--- config.mk ---
export PLATFORM = sky130hd
export DESIGN_NAME = henad_pipe_ctrl
export DESIGN_NICKNAME = d
export VERILOG_FILES = /design/src/rtl/henad_pipe_ctrl_pkg.sv /design/src/rtl/henad_sb_counter.sv /design/src/rtl/henad_pipe_ctrl.sv
export SDC_FILE = /design/constraint.sdc
export NUM_CORES = 1
export LEC_CHECK = 0
export ABC_AREA = 1
export CAP_MARGIN = 20
export CORE_ASPECT_RATIO = 0.9
export CORE_MARGIN = 2
export CORE_UTILIZATION = 40
export DETAILED_ROUTE_END_ITERATION = 8
export HOLD_SLACK_MARGIN = 0.03
export SETUP_SLACK_MARGIN = 0.5
export SKIP_CTS_REPAIR_TIMING = 1
export SYNTH_ARGS = -nofsm -noshare
export SYNTH_HDL_FRONTEND = slang
export SYNTH_SLANG_ARGS = --single-unit
--- constraint.sdc ---
create_clock -name clk -period 3.1 [get_ports clk]
set_input_delay 0.775 -clock clk [delete_from_list [all_inputs] [get_ports clk]]
set_output_delay 0.775 -clock clk [all_outputs]
set_load 0.01 [all_outputs]
--- src/rtl/henad_pipe_ctrl_pkg.sv ---
// Shared definitions for the Henad pipeline control unit: branch FSM encoding,
// default register-file geometry and a constant ceiling-log2 helper.
package henad_pipe_ctrl_pkg;

  typedef enum logic [1:0] {
    PC_IDLE     = 2'd0,
    PC_REDIRECT = 2'd1,
    PC_FLUSH    = 2'd2
  } pc_state_e;

  localparam int NREG_DEF   = 16;
  localparam int REG_AW_DEF = 4;

  function automatic int clog2_c(input int value);
    int r;
    r = 0;
    while ((1 << r) < value) r++;
    if (r == 0) r = 1;
    return r;
  endfunction

endpackage

--- src/rtl/henad_sb_counter.sv ---
// Single-register in-flight write counter: saturating up/down, with an
// underflow flag raised when a retirement arrives for a register with no writes pending.
module henad_sb_counter
  import henad_pipe_ctrl_pkg::*;
#(
  parameter int MAX_CNT = 3,
  parameter int CNT_W   = 2
) (
  input  logic             clk,
  input  logic             rst,
  input  logic             inc,
  input  logic             dec,
  output logic [CNT_W-1:0] cnt,
  output logic             underflow
);

  // A simultaneous issue and retire on the same register cancel out.
  always_comb underflow = dec & !inc & (cnt == '0);

  always_ff @(posedge clk) begin
    if (rst) begin
      cnt <= '0;
    end else if (inc & !dec & (cnt != CNT_W'(MAX_CNT))) begin
      cnt <= cnt + 1'b1;
    end else if (dec & !inc & (cnt != '0)) begin
      cnt <= cnt - 1'b1;
    end
  end

endmodule

--- src/rtl/henad_pipe_ctrl.sv ---
// Henad decode/issue control: per-register write scoreboard plus branch-redirect FSM.
// Optional write-through bypass of RAW hazards via `define HENAD_PIPE_WB_BYPASS_EN.
module henad_pipe_ctrl
  import henad_pipe_ctrl_pkg::*;
#(
  parameter int DATA_W      = 12,
  parameter int NREG        = NREG_DEF,
  parameter int REG_AW      = REG_AW_DEF,
  parameter int MAX_INFL    = 3,
  parameter int FLUSH_DEPTH = 2
) (
  input  logic              clk,
  input  logic              rst,
  input  logic              issue_valid,
  input  logic              issue_we,
  input  logic [REG_AW-1:0] issue_dst,
  input  logic              issue_src1_en,
  input  logic [REG_AW-1:0] issue_src1,
  input  logic              issue_src2_en,
  input  logic [REG_AW-1:0] issue_src2,
  output logic              issue_ready,
  input  logic              wb_valid,
  input  logic [REG_AW-1:0] wb_dst,
  input  logic              br_valid,
  input  logic              br_taken,
  input  logic [DATA_W-1:0] br_target,
  output logic              stall,
  output logic              flush,
  output logic              pc_load,
  output logic [DATA_W-1:0] pc_target,
  output logic [NREG-1:0]   busy_mask,
  output logic              sb_err
);

  localparam int CNT_W = clog2_c(MAX_INFL + 1);
  localparam int BUB_W = 3;

  logic [CNT_W-1:0]  cnt [NREG];
  logic [NREG-1:0]   inc_vec;
  logic [NREG-1:0]   dec_vec;
  logic [NREG-1:0]   nz_vec;
  logic [NREG-1:0]   uflow_vec;

  pc_state_e         state;
  logic [BUB_W-1:0]  bub_cnt;
  logic [DATA_W-1:0] pc_target_q;
  logic              flush_q;
  logic              pc_load_q;
  logic              sb_err_q;

  logic              fire;
  logic              ready_int;
  logic              haz;
  logic              haz_s1;
  logic              haz_s2;
  logic              haz_waw;
  logic              byp_s1;
  logic              byp_s2;
  logic [CNT_W-1:0]  cnt_s1;
  logic [CNT_W-1:0]  cnt_s2;
  logic [CNT_W-1:0]  cnt_dst;

  for (genvar gi = 0; gi < NREG; gi++) begin : g_sb
    assign inc_vec[gi] = fire & (issue_dst == REG_AW'(gi));
    assign dec_vec[gi] = wb_valid & (wb_dst == REG_AW'(gi));
    assign nz_vec[gi]  = (cnt[gi] != '0);

    henad_sb_counter #(
      .MAX_CNT (MAX_INFL),
      .CNT_W   (CNT_W)
    ) u_cnt (
      .clk       (clk),
      .rst       (rst),
      .inc       (inc_vec[gi]),
      .dec       (dec_vec[gi]),
      .cnt       (cnt[gi]),
      .underflow (uflow_vec[gi])
    );
  end

  assign cnt_s1  = cnt[issue_src1];
  assign cnt_s2  = cnt[issue_src2];
  assign cnt_dst = cnt[issue_dst];

`ifdef HENAD_PIPE_WB_BYPASS_EN
  // The last pending write landing this cycle is visible through the register file.
  assign byp_s1 = (cnt_s1 == CNT_W'(1)) & wb_valid & (wb_dst == issue_src1);
  assign byp_s2 = (cnt_s2 == CNT_W'(1)) & wb_valid & (wb_dst == issue_src2);
`else
  assign byp_s1 = 1'b0;
  assign byp_s2 = 1'b0;
`endif

  assign haz_s1    = issue_src1_en & (cnt_s1 != '0) & !byp_s1;
  assign haz_s2    = issue_src2_en & (cnt_s2 != '0) & !byp_s2;
  assign haz_waw   = issue_we & (cnt_dst == CNT_W'(MAX_INFL));
  assign haz       = haz_s1 | haz_s2 | haz_waw;

  assign ready_int = !haz & (state == PC_IDLE);
  assign fire      = issue_valid & ready_int & issue_we;

  assign issue_ready = rst | ready_int;
  assign stall       = !rst & issue_valid & !ready_int;
  assign flush       = !rst & flush_q;
  assign pc_load     = !rst & pc_load_q;
  assign pc_target   = rst ? '0 : pc_target_q;
  assign busy_mask   = rst ? '0 : nz_vec;
  assign sb_err      = !rst & sb_err_q;

  always_ff @(posedge clk) begin
    if (rst) begin
      sb_err_q <= 1'b0;
    end else if (|uflow_vec) begin
      sb_err_q <= 1'b1;
    end
  end

  // Branch redirect: one REDIRECT cycle, then FLUSH_DEPTH-1 further flush cycles.
  always_ff @(posedge clk) begin
    if (rst) begin
      state       <= PC_IDLE;
      bub_cnt     <= '0;
      pc_target_q <= '0;
      flush_q     <= 1'b0;
      pc_load_q   <= 1'b0;
    end else begin
      case (state)
        PC_IDLE: begin
          if (br_valid & br_taken) begin
            pc_target_q <= br_target;
            state       <= PC_REDIRECT;
            pc_load_q   <= 1'b1;
            flush_q     <= 1'b1;
          end
        end
        PC_REDIRECT: begin
          bub_cnt   <= BUB_W'(FLUSH_DEPTH - 1);
          pc_load_q <= 1'b0;
          if (FLUSH_DEPTH > 1) begin
            state   <= PC_FLUSH;
            flush_q <= 1'b1;
          end else begin
            state   <= PC_IDLE;
            flush_q <= 1'b0;
          end
        end
        PC_FLUSH: begin
          if (bub_cnt <= BUB_W'(1)) begin
            bub_cnt <= '0;
            state   <= PC_IDLE;
            flush_q <= 1'b0;
          end else begin
            bub_cnt <= bub_cnt - 1'b1;
          end
        end
        default: begin
          state     <= PC_IDLE;
          flush_q   <= 1'b0;
          pc_load_q <= 1'b0;
        end
      endcase
    end
  end

endmodule
---- Word level (Yosys, flattened, before mapping) ----
Index checks and enable logic that the tools add are counted.
storage, ports and cells
  logic and storage cells ................. 386
  output and inout bits ................... 33
  bits in latches ......................... 0
  memory bits (read-only) ................. 0
  bits in writable memories ............... 0
  input bits .............................. 37
  memories ................................ 0
  register bits after elaboration ......... 52
cells by class
  reduce and logical (&&, ||, !) cells .... 93
  $mul .................................... 0
  eq/ne operators ......................... 51
  bitwise operators ....................... 131
  div/mod/pow operators ................... 0
  add/sub/neg operators ................... 33
  mux-type cells .......................... 52
  shifts and indexed selects .............. 0
  order comparisons ....................... 4
operator list
  kind                                                                   count
  1-bit AND                                                              124
  2-bit 2-to-1 mux                                                       40
  2-bit nonzero test                                                     35
  4-bit == test, second input constant                                   16
  1-bit logical NOT                                                      35
  2-bit logical NOT                                                      17
  2-bit inequality test, second input constant                           17
  2-bit by 1-bit adder with 2-bit output, second input constant          16
  4-bit by 3-bit == test with 1-bit output, second input constant        8
  2-bit by 1-bit subtractor with 2-bit output, second input constant     16
  2-bit binary-select mux with 4-bit select                              3
  4-bit by 2-bit == test with 1-bit output, second input constant        4
  16-bit 2-to-1 mux                                                      1
  16-bit OR reduction                                                    1
  5-bit greater-or-equal comparator, second input constant               3
  4-bit inverter with 5-bit output                                       3
  12-bit 2-to-1 mux                                                      1
  4-bit by 1-bit == test with 1-bit output, second input constant        2
  4-bit logical NOT                                                      2
  2-bit case mux with 3 select lines                                     1
  3-bit case mux with 2 select lines                                     1
  2-bit AND reduction                                                    3
  2-bit == test, second input constant                                   2
  3-bit by 1-bit <= comparator with 1-bit output, second input constant  1
  9 further kinds                                                        12

---- Logic depth before layout (Yosys ltp) ----
  depth in word-level cells ............... 18
  gate-level depth with buffers ........... 19
  depth with buffers taken out ............ 17

---- Modules after synthesis ----
Synthesis repeated with hierarchy kept, for this count alone.
second synthesis, totals
  cell total of the unflattened synthesis .. 757
  area, all modules ....................... 4147.7 µm²
modules (own cells, without submodules)
  module            times used  cells each  area an instance (µm²)  seq. area each (µm²)
  henad_pipe_ctrl   1           405         2085.8                  400.4
  henad_sb_counter  16          22          128.9                   40.0

---- Worst setup path before layout ----
OpenSTA, ideal clock, no wires.
  kind .................................... input to output
  start ................................... input port issue_dst[0]
  end ..................................... output port issue_ready
  path buffers ............................ 2
  slack ................................... 0.297 ns
  arrival time ............................ 2.028 ns
  data required time ...................... 2.325 ns
  cell stages on the path ................. 11
  cell sequence ........................... buf_6 -> buf_6 -> o21ai_0 -> nand2_1 -> nand2_1 -> nand2_1 -> nand2_1 -> o21ai_2 -> nor2_2 -> nor3_4 -> or2_2
between the ends
  cells in the longest elaborated chain, start to end .. 10
ends and longest elaborated chain
  item                                                    RTL line                text
  from (decl)                                             henad_pipe_ctrl.sv:16   input logic [REG_AW-1:0] issue_dst,
  4-bit inverter with 5-bit output (not written as such)  henad_pipe_ctrl.sv:83   assign cnt_dst = cnt[issue_dst];
  2-bit binary-select mux with 4-bit select               henad_pipe_ctrl.sv:83
  2-bit 2-to-1 mux (not written as such) (2 in a row)     henad_pipe_ctrl.sv:83
  2-bit == test                                           henad_pipe_ctrl.sv:96   assign haz_waw = issue_we & (cnt_dst == CNT_W'(MAX_INFL));
  1-bit AND                                               henad_pipe_ctrl.sv:96
  1-bit OR                                                henad_pipe_ctrl.sv:97   assign haz = haz_s1 | haz_s2 | haz_waw;
  1-bit logical NOT                                       henad_pipe_ctrl.sv:99   assign ready_int = !haz & (state == PC_IDLE);
  1-bit AND                                               henad_pipe_ctrl.sv:99
  1-bit OR                                                henad_pipe_ctrl.sv:102  assign issue_ready = rst | ready_int;
  to (decl)                                               henad_pipe_ctrl.sv:21   output logic issue_ready,
No other way between the ends. The select of a mux whose other input is x is not followed.

---- Worst setup path in the final report ----
  start ................................... input port issue_dst[0]
  end ..................................... output port stall
between the ends
  cells in the longest elaborated chain, start to end .. 11
ends and longest elaborated chain
  item                                                    RTL line                text
  4-bit inverter with 5-bit output (not written as such)  henad_pipe_ctrl.sv:83
  2-bit binary-select mux with 4-bit select               henad_pipe_ctrl.sv:83
  2-bit 2-to-1 mux (not written as such) (2 in a row)     henad_pipe_ctrl.sv:83
  2-bit == test                                           henad_pipe_ctrl.sv:96
  1-bit AND                                               henad_pipe_ctrl.sv:96
  1-bit OR                                                henad_pipe_ctrl.sv:97
  1-bit logical NOT                                       henad_pipe_ctrl.sv:99
  1-bit AND                                               henad_pipe_ctrl.sv:99
  1-bit logical NOT                                       henad_pipe_ctrl.sv:103  assign stall = !rst & issue_valid & !ready_int;
  1-bit AND                                               henad_pipe_ctrl.sv:103
  to (decl)                                               henad_pipe_ctrl.sv:27   output logic stall,
No other way between the ends. The select of a mux whose other input is x is not followed.

==> results.md <==
- Data arrival time of the critical path: 2170 ps
- Sequential share of the synthesized area: 27.1%
- Count of state elements after synthesis: 52
- Setup violators final: 0
- Number of placement rows: 33
- Area added between synthesis and finish: 41.0%
- Clock transition time at the flip-flop clock pins of the worst setup and hold paths: 100 ps
- Maximum buffer depth of the clock tree: 2
- Count of input and output buffers: 69
- Total power density per cell area: 295 mW/mm^2
- Cell mode on critical path: nand2_1
- Min cycle time layout: 2940 ps
- Antenna violations before repair: 0
- Number of global-route vias before repair: 4118
- Combinational cell fraction of total power: 25.3%
- Most common cell after layout, fill and taps aside: nand2_1
- Gate count after technology mapping: 648
- Clock share of power: 31.1%
- Total Routing Usage GR: 25.3%
- Setup TNS: 0 ps
- Antenna diode instance count: 0
- Detailed-route wire length per cell: 15.0 microns
- Synthesized area: 0.00384 sq mm
- Post-Place Worst Slack: -746 ps
- First-pass GRT wire length: 20.7 mm
- Post-synthesis async set-or-reset flop share: 0%
- Worst setup skew after layout: 13.9 ps
- Vias after detailed routing: 4432
- Pin count of the biggest net entering global routing: 50
- Startpoint-to-endpoint class of the critical path: in -> out
- Initial core utilization: 41.7%
- Core area: 0.00921 sq mm
- Sequential power share: 43.7%
- Max-Cap Viols: 0
- Cells taking the most area after synthesis: dfxtp_1 (27%), nand2_1 (17%), nor2_1 (10%)
- H-tree Lvls: 2
- CP required: 2320 ps
- Number of antenna-violating nets in the routed design: 0
- Worst IR Drop VDD: 0.170 mV
- Result of the run: completed
- Switching Power: 0.487 mW
- TritonCTS buffer count: 5
- Dpl hpwl: 10.1 mm
- Hold slack final: 455 ps
- Static leakage: 2.58 nW
- Final estimated routing congestion in global placement: 0.966
- Final hold vios: 0
- Post-Synthesis Mean Instance Area: 5.93 sq um
- Die Ht: 97.0 microns
- Crit path max-delay cell type: nor3_4
- Net count after synthesis: 689
- Switching Share: 30.5%
- Utilization of the core after routing: 58.8%
- Sum of internal, switching and leakage power: 1.60 mW
- Fraction of layout instances using a drive strength above 1: 17.7%
- Sinks on the clock net: 52
- Achievable clock frequency: 340 MHz
- Crit path max-delay family: buffers and inverters
- Avg Vias per Cell: 5.07
- Post-synth cell types: 39
- Max-slew violation count: 0
- Pint: 1.11 mW
- Wire length after detailed routing: 13.2 mm
- I/O pin count: 70
- Ordered list of cells on the worst path: buf_8 -> buf_12 -> buf_4 -> nand2_1 -> o21ai_1 -> nand2_1 -> nand2_1 -> nand2_2 -> nand2_2 -> o21ai_2 -> nor2_4 -> nor3_4 -> buf_6 -> nor2_4 -> buf_6
- Cell type with the highest aggregate area in the netlist: dfxtp_1
- Pin slew with the least headroom to its limit: 586 ps
- DRT iter0 DRCs: 227
- Slowest cell delay on critical path: 170 ps
- Total of warnings raised by yosys: 0
- Share of Yosys cell area claimed by the top area cell type: 27.1%
- Headroom to the max-slew limit: 60.9%
- Count of flip-flops with a built-in enable after synthesis: 0
- RSZ-0062 raised after global routing: true
- Most used cells in the layout excluding fill and tap cells: nand2_1 (168), nor2_1 (96), inv_1 (78), nand3_1 (59), dfxtp_1 (52)
- Clock tree from TritonCTS: built
- Net total in the final layout: 793
- Primary flip-flop cell chosen by synthesis mapping: dfxtp_1
- Type of element launching the critical path: input port
- Clock latency at the later pin of the worst-skew pair: 320 ps
- Smallest setup slack after layout: 159 ps
- Endpoint class of the critical path: output pin
- Root cell of the clock tree: clkbuf_8
- Worst hold path class: reg -> reg
- Number of buffers and inverters on the critical path: 5
- Number of iterations in the first detailed-routing pass: 5
- Overall die area: 0.0104 sq mm
- Critical-path maximum fanout: 8
- Die span in x: 107 microns
- Overflow left after global routing: 0
- Share of the clock period used by the worst path: 94.9%
- Remaining DRCs: 0
## logic make-up (layout without fill, tap and decap cells)
family | Yosys count | after routing | share of synthesized area (%)
buffers and inverters | 99 | 204 | 10.5
AO/OA/AOI/OAI | 87 | 87 | 12.8
flip-flops | 52 | 52 | 27.1
adder cells (fa/ha/maj) | 4 | 4 | 1.30
AND/OR/NAND/NOR | 406 | 406 | 48.3
## sequential cells by signal, summed over array words and instances, names as in the netlist
signal	flops
g_sb.u_cnt.cnt	32
pc_target_q	12
bub_cnt	3
state	2
flush_q	1
pc_load_q	1
sb_err_q	1
## cell usage after synthesis (2+ instances only)
library cell	number
a31oi_1	3
nor2_2	5
ha_1	4
o21ai_1	2
a21boi_1	6
clkbuf_1	6
buf_2	4
a221oi_1	2
inv_1	80
nand3b_1	7
nand4_4	2
or2_2	5
inv_2	2
o21ai_0	27
nand4_1	6
nor3_1	5
buf_1	2
dfxtp_1	52
nand4_2	7
nand2_1	178
o21a_1	2
buf_6	3
a21boi_0	4
nand3_1	65
a21oi_1	37
nand3_2	2
or2_1	14
nor2_1	105
## metrics by stage
stage	cells	cell area, sq um
3_3_place_gp	862	4940
6_report	875	5420
5_1_grt	875	5420
4_1_cts	870	5050
2_1_floorplan	648	3870
3_5_place_dp	862	4940
## power by group through the flow
| stage | logic, mW | registers (mW) | clock network (mW) |
|---|---|---|---|
| 2_1_floorplan | 0.192 | 0.711 | 0 |
| 3_3_place_gp | 0.353 | 0.713 | 0 |
| 3_5_place_dp | 0.356 | 0.713 | 0 |
| 4_1_cts | 0.358 | 0.698 | 0.509 |
| 5_1_grt | 0.442 | 0.701 | 0.537 |
| 6_report | 0.403 | 0.698 | 0.496 |
## final timing paths
kind	depth (start not counted)	end	slack (ps)	start
setup / recovery	15	stall	160	issue_dst[0]
hold / removal	2	pc_target_q[9]$_SDFFE_PP0P_	450	pc_target_q[9]$_SDFFE_PP0P_
setup reg to reg	17	g_sb[7].u_cnt.cnt[0]$_SDFFE_PP0P_	570	g_sb[7].u_cnt.cnt[0]$_SDFFE_PP0P_
hold reg to reg	2	pc_target_q[9]$_SDFFE_PP0P_	450	pc_target_q[9]$_SDFFE_PP0P_
## tightest hold or removal path: stages, from the launching register on
cell	delay (ps)
dfxtp_1	310
inv_1	60
a21oi_1	50
## metal layers
layer	vias to the layer above	wire length, microns	track usage, %
li1	2287	-	-
met1	2001	5810	34.9
met2	125	6240	40.3
met3	19	813	3.98
met4	0	309	8.19
met5	-	0	0
## cell type report
class,instances,area (sq um)
inverters,83,317
well taps,122,153
fillers,946,3790
multi-input cells,497,2650
repair buffers,113,1150
clock inverters,2,38.8
flip-flops and latches,52,1040
clock buffers,6,72.6
(Power assumes the default switching activity.)
==> RTL edit, RTL diff (same flow settings) <==
Build with the macro `HENAD_PIPE_WB_BYPASS_EN` defined.
--- a/src/rtl/henad_pipe_ctrl.sv
+++ b/src/rtl/henad_pipe_ctrl.sv
@@ -2,2 +2,4 @@
 // Optional write-through bypass of RAW hazards via `define HENAD_PIPE_WB_BYPASS_EN.
+`define HENAD_PIPE_WB_BYPASS_EN
+
 module henad_pipe_ctrl
Formal check against the unedited RTL: not equivalent (a bounded check fails within 4 cycles, from zero or initial values and one cycle with rst high).
==> RTL edit against the unedited design <==
  * Setup slack got worse by 0.27 ns
  * The run now ends with setup timing left
  * Count of clock-buffer cells in the layout did not move
  * Wire length rose by 29%
  * Highest routed layer unchanged
  * Synthesized area rose by 13%
  * Power rose by 32%
  * Cell area rose by 20%
  * Final cell count rose by 21%
  * Sequential cell count did not move
  * Synthesized cell count rose by 21%
  * Largest cell class unchanged
==> RTL edit: results (changes against the unedited design) <==
- The maximum VDD drop came to 0.276 mV (was 0.170 mV).
* RR Endpoint: g_sb[10].u_cnt.cnt[0]$_SDFFE_PP0P_ (was g_sb[7].u_cnt.cnt[0]$_SDFFE_PP0P_)
- The cell leakage power is 2.89 nW (was 2.58 nW).
* Clock Skews: 0.00596 ns (was 0.0139 ns)
- Clock latency of the later-clocked register in the worst-skew pair: 0.30 ns (was 0.32 ns)
- Final-stage net count: 972 (was 793)
* Root buffer selected by CTS: clkbuf_16 (was clkbuf_8)
- The final worst setup slack came to -0.109 ns (was 0.159 ns).
* Clock-cell share of area: 0.0222 (was 0.0206)
* Highest cell delay on the worst timing path: 0.23 ns (was 0.17 ns)
- Most area-consuming cells after synthesis: dfxtp_1 (24%), nand2_1 (21%), nor2_1 (10%) (was dfxtp_1 (27%), nand2_1 (17%), nor2_1 (10%)).
- Multi-input gate share of total cell area: 0.481 (was 0.489)
- Non-clock inverter total of the final layout: 104 (was 83)
- Cell total after placement: 1,023 (was 862)
* Largest delay share family, worst path: simple AND/OR/NAND/NOR gates (was buffers and inverters)
* Largest net degree at the start of global routing: 27 (was 50)
- Post-synth cell types: 34 (was 39)
- WHS Endpoint: pc_target_q[3]$_SDFFE_PP0P_ (was pc_target_q[9]$_SDFFE_PP0P_)
* Clock transition at the registers of the reported paths: 0.07 ns (was 0.10 ns)
- The combined global-route utilization of all metal layers was 0.272 (was 0.253).
- Seq area share: 0.160 (was 0.192)
* Reg2Reg Setup Slack: 0.33 ns (was 0.57 ns)
* Launching point of the worst reg2reg path: g_sb[11].u_cnt.cnt[1]$_SDFFE_PP0P_ (was g_sb[7].u_cnt.cnt[0]$_SDFFE_PP0P_)
- The final estimated routing congestion in global placement came to 0.953 (was 0.966).
- The area share of the largest cell type after synthesis came to 0.241 (was 0.271).
- The number of fill cells came to 1,018 (was 946).
- Mean area per synthesized cell: 5.51 µm² (was 5.93 µm²)
- Total of endpoints with negative setup slack in the final report: 3 (was 0)
- The sequential cell count is 52 (unchanged).
- Max Fanout on Critical Path: 6 (was 8)
- Adder-cell share of the synthesized area: 0.0145 (was 0.0130)
* Length in cells of the worst reg-to-reg path: 22 (was 17)
- Ratio of cells with drive above 1 in the final layout: 0.242 (was 0.177)
* HPWL after DPL: 12,400 µm (was 10,100 µm)
* Transition time at the pin with the least slew margin: 0.921 ns (was 0.586 ns)
- Violations in the final reports: setup timing
- Worst path slowest cell: or2_4 (was nor3_4)
- Min-Delay Startpoint: pc_target_q[3]$_SDFFE_PP0P_ (was pc_target_q[9]$_SDFFE_PP0P_)
- Result of the run: complete, but fails checks (was complete, no violations).
- The total wirelength of the detailed-routed design was 17,000 µm (was 13,200 µm).
* Number of DRC markers after the initial detailed-route iteration: 490 (was 227)
## RTL edit: cell types whose count changed in the layout (fill, tap and decap cells not counted), sizes merged, moves of 6 or more
cell,unedited run,this run
nand2,180,244
o21ai,30,36
nand3,67,76
dlymetal6s2s,21,11
buf,48,93
clkdlybuf4s50,41,50
nor2,111,119
a21oi,37,58
inv,83,101
## RTL edit: cell families (layout without fill, tap and decap cells)
kind of cell / Yosys count / count (layout)
AOI/OAI and AO/OA: 112 / 112
xor gates and xnor gates: 2 / 2
adders and majority gates: 5 / 5
buffers and inverters: 127 / 274
DFF: 52 / 52
and+or+nand+nor: 486 / 486
## RTL edit: metal layers
layer,vias up,routed length (µm),GRT usage
li1,2792,-,-
met3,38,1380,0.0770
met1,2631,7660,0.362
met2,187,7430,0.419
met5,-,0,0.0208
met4,0,506,0.107
## RTL edit: power breakdown
part           switching, mW  internal (mW)
Clock                  0.264          0.302
Combinational          0.407          0.396
Sequential            0.0223          0.712
## RTL edit: worst max path at each step
stage,end,startpoint,slack [ns],cells after the start
after floorplan,stall,issue_src2[0],0.23,16
after global placement,stall,issue_src2[0],-0.95,17
after detailed placement,stall,issue_src2[0],-0.98,17
after CTS,stall,issue_src2[0],-0.99,17
after global routing,stall,issue_src2[0],-0.20,18
final,stall,issue_src2[0],-0.11,15
## RTL edit: stage by stage
| step | instance area, µm² | TNS, ns | utilization |
|---|---|---|---|
| global route | 6520 | -0.535 | 0.629 |
| detailed placement | 5630 | -6.84 | 0.543 |
| CTS | 5780 | -1.84 | 0.557 |
| global placement | 5630 | -4.81 | 0.543 |
| finish | 6520 | -0.152 | 0.629 |
| floorplan | 4400 | 0 | - |
